## src/rtl/hazard_control_unit.sv

```systemverilog
// hazard_control_unit
//
// Pipeline hazard controller for the 5-stage RV32I core. It sits beside the
// ID stage and drives the enables of the PC, IF/ID, ID/EX and EX/MEM
// registers. It handles three hazards:
//   - load-use stalls, decoded from the raw ID instruction,
//   - wrong-path squashing for FLUSH_DEPTH cycles after an EX redirect,
//   - a full-pipe freeze while data memory is busy; a redirect that arrives
//     during the freeze is remembered and serviced once memory is free.
//
// Parameters:
//   FLUSH_DEPTH      cycles if_id_flush_o stays high per redirect (1..7)
//
// Ports:
//   clk_i            clock, all state updates on the rising edge
//   rst_ni           synchronous active-low reset
//   id_valid_i       ID holds a valid instruction
//   id_instr_i[31:0] instruction currently in ID
//   ex_valid_i       EX holds a valid instruction
//   ex_is_load_i     EX instruction is a load
//   ex_rd_i[4:0]     EX destination register
//   ex_redirect_i    one-cycle pulse: taken branch / JAL / JALR in EX
//   mem_busy_i       data memory cannot complete this cycle
//   pc_write_o       PC register enable
//   redirect_take_o  PC mux selects the EX target this cycle
//   if_id_write_o    IF/ID register enable
//   if_id_flush_o    IF/ID loads a NOP/invalid
//   id_ex_bubble_o   ID/EX loads a bubble
//   ex_mem_hold_o    freeze ID/EX and EX/MEM
//   stall_cycles_o   32-bit count of cycles with pc_write_o low
//                    (present only when HAZ_STALL_CNT_EN is defined)
//
// Optional feature macro: HAZ_STALL_CNT_EN

module hazard_control_unit #(
  parameter int unsigned FLUSH_DEPTH = 1
) (
  input  logic        clk_i,
  input  logic        rst_ni,
  input  logic        id_valid_i,
  input  logic [31:0] id_instr_i,
  input  logic        ex_valid_i,
  input  logic        ex_is_load_i,
  input  logic [4:0]  ex_rd_i,
  input  logic        ex_redirect_i,
  input  logic        mem_busy_i,
  output logic        pc_write_o,
  output logic        redirect_take_o,
  output logic        if_id_write_o,
  output logic        if_id_flush_o,
  output logic        id_ex_bubble_o,
  output logic        ex_mem_hold_o
`ifdef HAZ_STALL_CNT_EN
  ,
  output logic [31:0] stall_cycles_o
`endif
);

  localparam logic [0:0] StRun   = 1'b0;
  localparam logic [0:0] StFlush = 1'b1;

  localparam logic [6:0] OpJalr   = 7'b1100111;
  localparam logic [6:0] OpBranch = 7'b1100011;
  localparam logic [6:0] OpLoad   = 7'b0000011;
  localparam logic [6:0] OpStore  = 7'b0100011;
  localparam logic [6:0] OpOpImm  = 7'b0010011;
  localparam logic [6:0] OpOp     = 7'b0110011;

  localparam logic [2:0] FlushReload = 3'(FLUSH_DEPTH - 1);

  logic [0:0] state_q, state_d;
  logic       redirect_pend_q, redirect_pend_d;
  logic [2:0] flush_cnt_q, flush_cnt_d;

  logic [6:0] opcode;
  logic [4:0] rs1, rs2;
  logic       uses_rs1, uses_rs2, load_use;
  logic       unused_instr_bits;

  assign opcode = id_instr_i[6:0];
  assign rs1    = id_instr_i[19:15];
  assign rs2    = id_instr_i[24:20];
  assign unused_instr_bits = ^{id_instr_i[31:25], id_instr_i[14:7]};

  // Operand usage follows the same opcode classes as the ID immediate decode.
  // LUI, AUIPC, JAL and unknown opcodes read no registers, so they can never
  // create a load-use hazard.
  always_comb begin
    uses_rs1 = 1'b0;
    uses_rs2 = 1'b0;
    case (opcode)
      OpJalr, OpLoad, OpOpImm: uses_rs1 = 1'b1;
      OpBranch, OpStore, OpOp: begin
        uses_rs1 = 1'b1;
        uses_rs2 = 1'b1;
      end
      default: begin
        uses_rs1 = 1'b0;
        uses_rs2 = 1'b0;
      end
    endcase
  end

  // x0 is hardwired to zero, so a load targeting it never produces a hazard.
  assign load_use = ex_valid_i & ex_is_load_i & (ex_rd_i != 5'd0) & id_valid_i &
                    ((uses_rs1 & (rs1 == ex_rd_i)) | (uses_rs2 & (rs2 == ex_rd_i)));

  // Priority chain: reset, memory freeze, redirect (new or pending), flush
  // tail, load-use, normal flow. Freeze wins over a redirect so the redirect
  // is parked in redirect_pend and replayed on the first free cycle. Load-use
  // is only looked at in RUN, since in FLUSH the ID instruction is squashed.
  always_comb begin
    pc_write_o      = 1'b0;
    redirect_take_o = 1'b0;
    if_id_write_o   = 1'b0;
    if_id_flush_o   = 1'b0;
    id_ex_bubble_o  = 1'b0;
    ex_mem_hold_o   = 1'b0;
    state_d         = state_q;
    redirect_pend_d = redirect_pend_q;
    flush_cnt_d     = flush_cnt_q;

    if (!rst_ni) begin
      if_id_flush_o   = 1'b1;
      id_ex_bubble_o  = 1'b1;
      state_d         = StRun;
      redirect_pend_d = 1'b0;
      flush_cnt_d     = 3'd0;
    end else if (mem_busy_i) begin
      ex_mem_hold_o = 1'b1;
      if (ex_redirect_i) begin
        redirect_pend_d = 1'b1;
      end
    end else if (ex_redirect_i || redirect_pend_q) begin
      pc_write_o      = 1'b1;
      redirect_take_o = 1'b1;
      if_id_write_o   = 1'b1;
      if_id_flush_o   = 1'b1;
      id_ex_bubble_o  = 1'b1;
      redirect_pend_d = 1'b0;
      if (FLUSH_DEPTH > 1) begin
        state_d     = StFlush;
        flush_cnt_d = FlushReload;
      end else begin
        state_d     = StRun;
        flush_cnt_d = 3'd0;
      end
    end else if (state_q == StFlush) begin
      pc_write_o     = 1'b1;
      if_id_write_o  = 1'b1;
      if_id_flush_o  = 1'b1;
      id_ex_bubble_o = 1'b1;
      flush_cnt_d    = flush_cnt_q - 3'd1;
      if (flush_cnt_q == 3'd1) begin
        state_d = StRun;
      end
    end else if (load_use) begin
      id_ex_bubble_o = 1'b1;
    end else begin
      pc_write_o    = 1'b1;
      if_id_write_o = 1'b1;
    end
  end

  // State registers; reset values come from the reset branch above.
  always_ff @(posedge clk_i) begin
    state_q         <= state_d;
    redirect_pend_q <= redirect_pend_d;
    flush_cnt_q     <= flush_cnt_d;
  end

`ifdef HAZ_STALL_CNT_EN
  // Counts every non-reset cycle in which the PC is not advancing, covering
  // both load-use stalls and memory freezes. Wraps naturally at 2^32.
  always_ff @(posedge clk_i) begin
    if (!rst_ni) begin
      stall_cycles_o <= 32'd0;
    end else if (!pc_write_o) begin
      stall_cycles_o <= stall_cycles_o + 32'd1;
    end
  end
`endif

endmodule

```

## config.mk

```make
export PLATFORM = sky130hd
export DESIGN_NAME = hazard_control_unit
export DESIGN_NICKNAME = d
export VERILOG_FILES = /design/src/rtl/hazard_control_unit.sv
export SDC_FILE = /design/constraint.sdc
export NUM_CORES = 1
export LEC_CHECK = 0
export ABC_AREA = 1
export CAP_MARGIN = 20
export CORE_ASPECT_RATIO = 1.2
export CORE_UTILIZATION = 28
export CTS_BUF_LIST = sky130_fd_sc_hd__clkbuf_8 sky130_fd_sc_hd__clkbuf_16
export DETAILED_ROUTE_END_ITERATION = 12
export GPL_TIMING_DRIVEN = 0
export MAX_ROUTING_LAYER = met4
export PLACE_DENSITY = 0.78
export SYNTH_ARGS = -nofsm -noshare
export SYNTH_HDL_FRONTEND = slang
export SYNTH_SLANG_ARGS = --single-unit
```

## constraint.sdc

```tcl
create_clock -name clk_i -period 1.3 [get_ports clk_i]
set_clock_uncertainty 0.15 [all_clocks]
set_input_delay 0.26 -clock clk_i [delete_from_list [all_inputs] [get_ports clk_i]]
set_output_delay 0.26 -clock clk_i [all_outputs]
set_load 0.05 [all_outputs]
```

# Yosys cells after proc, flatten, opt, wreduce, memory -nomap -nowiden
# Cells that the tools add are included.
classes:
  n_addsub: 1
  n_mul: 0
  div_mod_pow: 0
  magnitude_cmp: 0
  n_eq_ne: 10
  shifts: 0
  n_mux: 29
  bitwise: 8
  reduce_logical: 8
ops:
  columns: ["cell", "count"]
  rows:
  - ["1-bit two-way mux", 27]
  - ["7-bit by 6-bit equality test with 1-bit output, second input constant", 2]
  - ["7-bit equality test, second input constant", 2]
  - ["5-bit equality test", 2]
  - ["7-bit by 2-bit equality test with 1-bit output, second input constant", 1]
  - ["7-bit by 5-bit equality test with 1-bit output, second input constant", 1]
  - ["1-bit AND", 6]
  - ["3-bit two-way mux", 2]
  - ["6-bit OR reduction", 1]
  - ["5-bit nonzero test", 1]
  - ["2-bit AND reduction", 2]
  - ["2-bit nonzero test", 2]
  - ["3-bit by 1-bit equality test with 1-bit output, second input constant", 1]
  - ["3-bit OR reduction", 1]
  - ["3-bit by 1-bit subtractor with 3-bit output, second input constant", 1]
  - ["2-bit != test, second input constant", 1]
  - ["1-bit logical OR", 1]
  - ["1-bit NOT", 1]
  - ["1-bit OR", 1]
totals:
  reg_bits: 5
  latchBits: 0
  mem_bits_rw: 0
  rom_bits: 0
  in_bits: 44
  output_inout_bits: 6
  word_cells: 59
  mem_count: 0

# Depth between registers and ports, before layout
# Gate-level depths: netlist of run 1.
logic_depth:
  ltp_word: 11
  depth_mapped: 12
  ltp_nobuf: 11

# Least setup slack after synthesis of run 1
# OpenSTA, ideal clock, no wires.
synth_timing:
  path_kind: "register to output"
  from: "register redirect_pend_q"
  to: "output port redirect_take_o"
  arrival_ps: 1432
  required_ps: 890
  path_slack_ps: -542
  path_stages_with_launch: 3
  path_buffers: 0
  cell_sequence: "dfxtp_1 -> nor2_2 -> nor3_1"
synth_via:
  elab_chain_len: 4
synth_rtl:
  columns: ["item", "line", "rtl"]
  rows:
  - ["start: declaration", "72", "logic redirect_pend_q, redirect_pend_d;"]
  - ["start signal: assignment", "168", "redirect_pend_q <= redirect_pend_d;"]
  - ["1-bit logical OR", "134", "end else if (ex_redirect_i || redirect_pend_q) begin"]
  - ["1-bit two-way mux", "134", null]
  - ["1-bit two-way mux", "129", "end else if (mem_busy_i) begin"]
  - ["1-bit two-way mux", "123", "if (!rst_ni) begin"]
  - ["end: declaration", "48", "output logic redirect_take_o,"]
# Every way passes these cells.

# Final worst setup path of run 1
layout_timing:
  from: "input port id_instr_i[3]"
  to: "output port pc_write_o"
layout_via:
  elab_chain_len: 11
  elab_cells_between_ends: 19
  classes_between: "eq/ne (6); mux (7); bitwise (4); reduce/logical (2)"
layout_rtl:
  columns: ["item", "line", "rtl"]
  rows:
  - ["start: declaration", "41", "input logic [31:0] id_instr_i,"]
  - ["7-bit equality test, or another cell as far along", "91", "case (opcode)"]
  - ["6-bit OR reduction (no line) or 3-bit OR reduction (tied branches)", null, null]
  - ["1-bit two-way mux", "91", null]
  - ["1-bit AND", "106", "((uses_rs1 & (rs1 == ex_rd_i)) | (uses_rs2 & (rs2 == ex_rd_i)));"]
  - ["1-bit OR *", "106", null]
  - ["1-bit AND *", "105", "assign load_use = ex_valid_i & ex_is_load_i & (ex_rd_i != 5'd0) & id_valid_i &"]
  - ["1-bit two-way mux *", "157", "end else if (load_use) begin"]
  - ["1-bit two-way mux *", "148", "end else if (state_q == StFlush) begin"]
  - ["1-bit two-way mux *", "134", null]
  - ["1-bit two-way mux *", "129", null]
  - ["1-bit two-way mux *", "123", null]
  - ["end: declaration", "47", "output logic pc_write_o,"]
# Every way passes the cells marked *; elsewhere a longest branch is shown, timed or not.

==> results of run 1 <==
[state kept, by name (all words and copies together), names as in the netlist]
signal,count
flush_cnt_q,3
state_q,1
redirect_pend_q,1
[worst max path at each step]
stage | from | endpoint | slack, ns | cells after the start
floorplan | id_instr_i[5] | pc_write_o | -0.41 | 12
global placement | id_instr_i[1] | id_ex_bubble_o | -1.33 | 10
detailed placement | ex_rd_i[2] | pc_write_o | -1.35 | 13
CTS | id_instr_i[4] | pc_write_o | -0.37 | 13
global route | ex_rd_i[1] | pc_write_o | -0.44 | 13
finish | id_instr_i[3] | pc_write_o | -0.36 | 11
[through the flow]
stage | instance area (um2) | setup TNS [ns]
2_1_floorplan | 598 | -0.861
3_3_place_gp | 962 | -8.04
3_5_place_dp | 962 | -8.38
4_1_cts | 1050 | -1.40
5_1_grt | 1130 | -1.84
6_report | 1130 | -1.48
[metal layers]
layer  track usage [%]  vias to the layer above  wire length [um]
met2              31.8                       16              1010
met3              3.47                        6                46
met4              13.0                        0                60
li1                  -                      421                 -
met5                 -                        -                 0
met1              18.6                      350               792
[timing repair]
item,in CTS,in global routing
buffers inserted,6,6
gates resized for setup,155,26
cloned,0,0
pin swaps,31,17
endpoints found under the setup margin,9,9
[layout make-up]
class                           instances  area [um2]  share of cell area (%)
Buffer                                  1        11.3                   0.998
Clock buffer                            3        41.3                    3.66
Clock inverter                          1        3.75                   0.333
Inverter                               30         128                    11.3
Multi-Input combinational cell         73         439                    38.9
Sequential cell                         5         104                    9.20
Tap cell                               19        23.8                    2.11
Timing Repair Buffer                   45         378                    33.5
[where the power goes]
group / internal [mW] / switching, mW
logic: 0.170 / 0.182
clock network: 0.203 / 0.0795
registers: 0.165 / 0.00858
[worst max-delay path, stage by stage]
cell     delay (ns)
buf_2          0.10
nor2_2         0.13
nand3_1        0.09
nor2_1         0.12
nand2_1        0.06
nand2_1        0.07
nand3_1        0.07
nand2_1        0.07
inv_2          0.04
buf_6          0.10
buf_8          0.14
[synthesized netlist by cell type]
library cell	instances	area, um2
ha_1	2	25.0
nor3_1	1	5.00
nor2_1	12	45.0
a21oi_2	1	8.76
o21ai_1	1	5.00
a311oi_1	1	8.76
nor2_2	2	12.5
nor4_1	1	6.26
xnor2_1	1	8.76
inv_4	1	6.26
xor2_1	1	8.76
nand2_1	36	135
o21ai_0	1	5.00
nand2_2	1	6.26
nand3_1	7	35.0
dfxtp_1	5	100
a211oi_2	1	12.5
o21bai_1	1	7.51
nor2_4	1	11.3
a21oi_1	1	5.00
buf_4	1	7.51
inv_2	1	3.75
nand4_1	1	6.26
inv_1	28	105
[cell usage in the layout (no fill, tap or decap), types with 4 or more instances in the layout]
cell | Yosys | final
buf_2 | 0 | 11
buf_4 | 1 | 11
buf_6 | 0 | 13
dlygate4sd2_1 | 0 | 4
inv_1 | 28 | 16
inv_2 | 1 | 10
inv_4 | 1 | 4
nand2_1 | 36 | 31
nand2_2 | 1 | 4
nand3_1 | 7 | 7
nor2_1 | 12 | 11
[cell families after synthesis]
kind of cell / count (synthesis) / share of synthesized area (%)
AND/OR/NAND/NOR: 62 / 45.3
buffers and inverters: 31 / 21.1
AO/OA/AOI/OAI: 7 / 9.05
flip-flops: 5 / 17.2
XOR/XNOR: 2 / 3.02
adder cells (fa/ha/maj): 2 / 4.31
==> key figures, run 1 <==
Cells and area
  • Finished Layout Cells: 177
  • Synthesis-to-layout area growth: 94.4%
  • Fill count: 164
  • Post-layout util: 59.6%
  • Nets: 205
  • ANT cells: 0
  • Ratio of cells with drive above 1 in the final layout: approximately half

Drt
  • Avg WL per Cell: 10.8 um
  • Final wirelength: 1910 um
  • ANT nets after route: 0
  • Vias: slightly below 800
  • Initial DRT Pass Iterations: 8
  • 1st-iter DRT viols: 12
  • Via density: 4.48
  • DRC: 2

Worst setup path
  • Worst endpoint data arrival time: 1.25 ns
  • Kind of critical path: input pin to output port
  • WP data required: slightly below 0.9 ns
  • CP Launch Type: input pin
  • RR Endpoint: flush_cnt_q[1]$_SDFFE_PN0P_
  • R2R Setup Slk: 0.04 ns
  • Crit path max fanout: 2
  • Critical R2R Launch: flush_cnt_q[0]$_SDFFE_PN0P_
  • Worst setup EP type: output port
  • FF-to-FF path depth: 5

Floorplan
  • Die area: roughly 2300 um2
  • Die W: roughly 44 um
  • Std-Cell Rows: 17
  • Core Area: 1890 um2
  • I/O pin count: 50
  • Die height: 51.9 um
  • Initial Util: 30.7%

Clock network
  • Root Driver: clkbuf_8
  • Clk slew on worst S/H paths: around 0.030 ns
  • CTS Hold Bufs: 0
  • CTS max path bufs: 2
  • Total CTS buffers: 3
  • H-tree levels: 1
  • CTS sink cnt: 5
  • Worst skew pair latency: roughly 0.22 ns
  • TritonCTS clock tree: built

Placed design
  • Dpl ws: -1.35 ns
  • Dpl cells: 162
  • GPL Wtd Cong: 0.788
  • Port Buffer Count: 34
  • Hpwl dp: 1350 um

Global routing
  • First-pass GRT wire length: roughly 3000 um
  • Initial antenna violation count: 0
  • Number of global-route vias before repair: 767
  • Largest net degree at the start of global routing: 7
  • GRT Util Overall: 18.5%
  • Global route overflow: 0

STA
  • RSZ-0062 raised after global routing: yes
  • Hold_ws: 0.302 ns
  • Final Hold Viols: 0
  • Max Freq: 0.602 GHz
  • Worst-margin pin slew: about 0.24 ns
  • Slew Viols, Final: 0
  • Final WS setup: -0.360 ns
  • Max_slew headroom: 84.0%
  • Fin crit period: 1.66 ns
  • Fin crit share: 128%
  • Final Setup Violations: 6

Synth
  • Sequential share of the synthesized area: 17.2%
  • Synth Area per Inst: around 5.3 um2
  • #FFs+latches synth: 5
  • Syn Nets: 155
  • Syn. warnings: 0
  • Synth Cell Area: 581 um2
  • Synth unique cells: 24
  • Syn Inst Count: 109

Hold path
  • Min-Delay Path Class: input pin to flop
  • Hold Path Sink: flush_cnt_q[1]$_SDFFE_PN0P_
  • Hold path start: ex_redirect_i
  • Hold path cells: 4

Power
  • Worst VDD drop: 505 uV
  • LEAKAGE: 0.627 nW
  • Total power: around 0.8 mW
  • Power Density: 717 nW/um2

Job
  • Max-cap viol count: 0

Outcome
  • Status: finished, violations left
  • Failing checks: DRC, setup timing
Power figures use the tool's default switching activity.
==> inputs of run 2 (changes only) <==
Settings changed: GPL_ROUTABILITY_DRIVEN from default to 0.
==> results of run 2 <==
Final layout, timing and power as in run 1 (identical DEF).
==> inputs of run 3 (changes only) <==
Settings changed: HOLD_SLACK_MARGIN from default to 0.1.
==> results of run 3 <==
Final layout, timing and power as in run 1 (identical DEF).
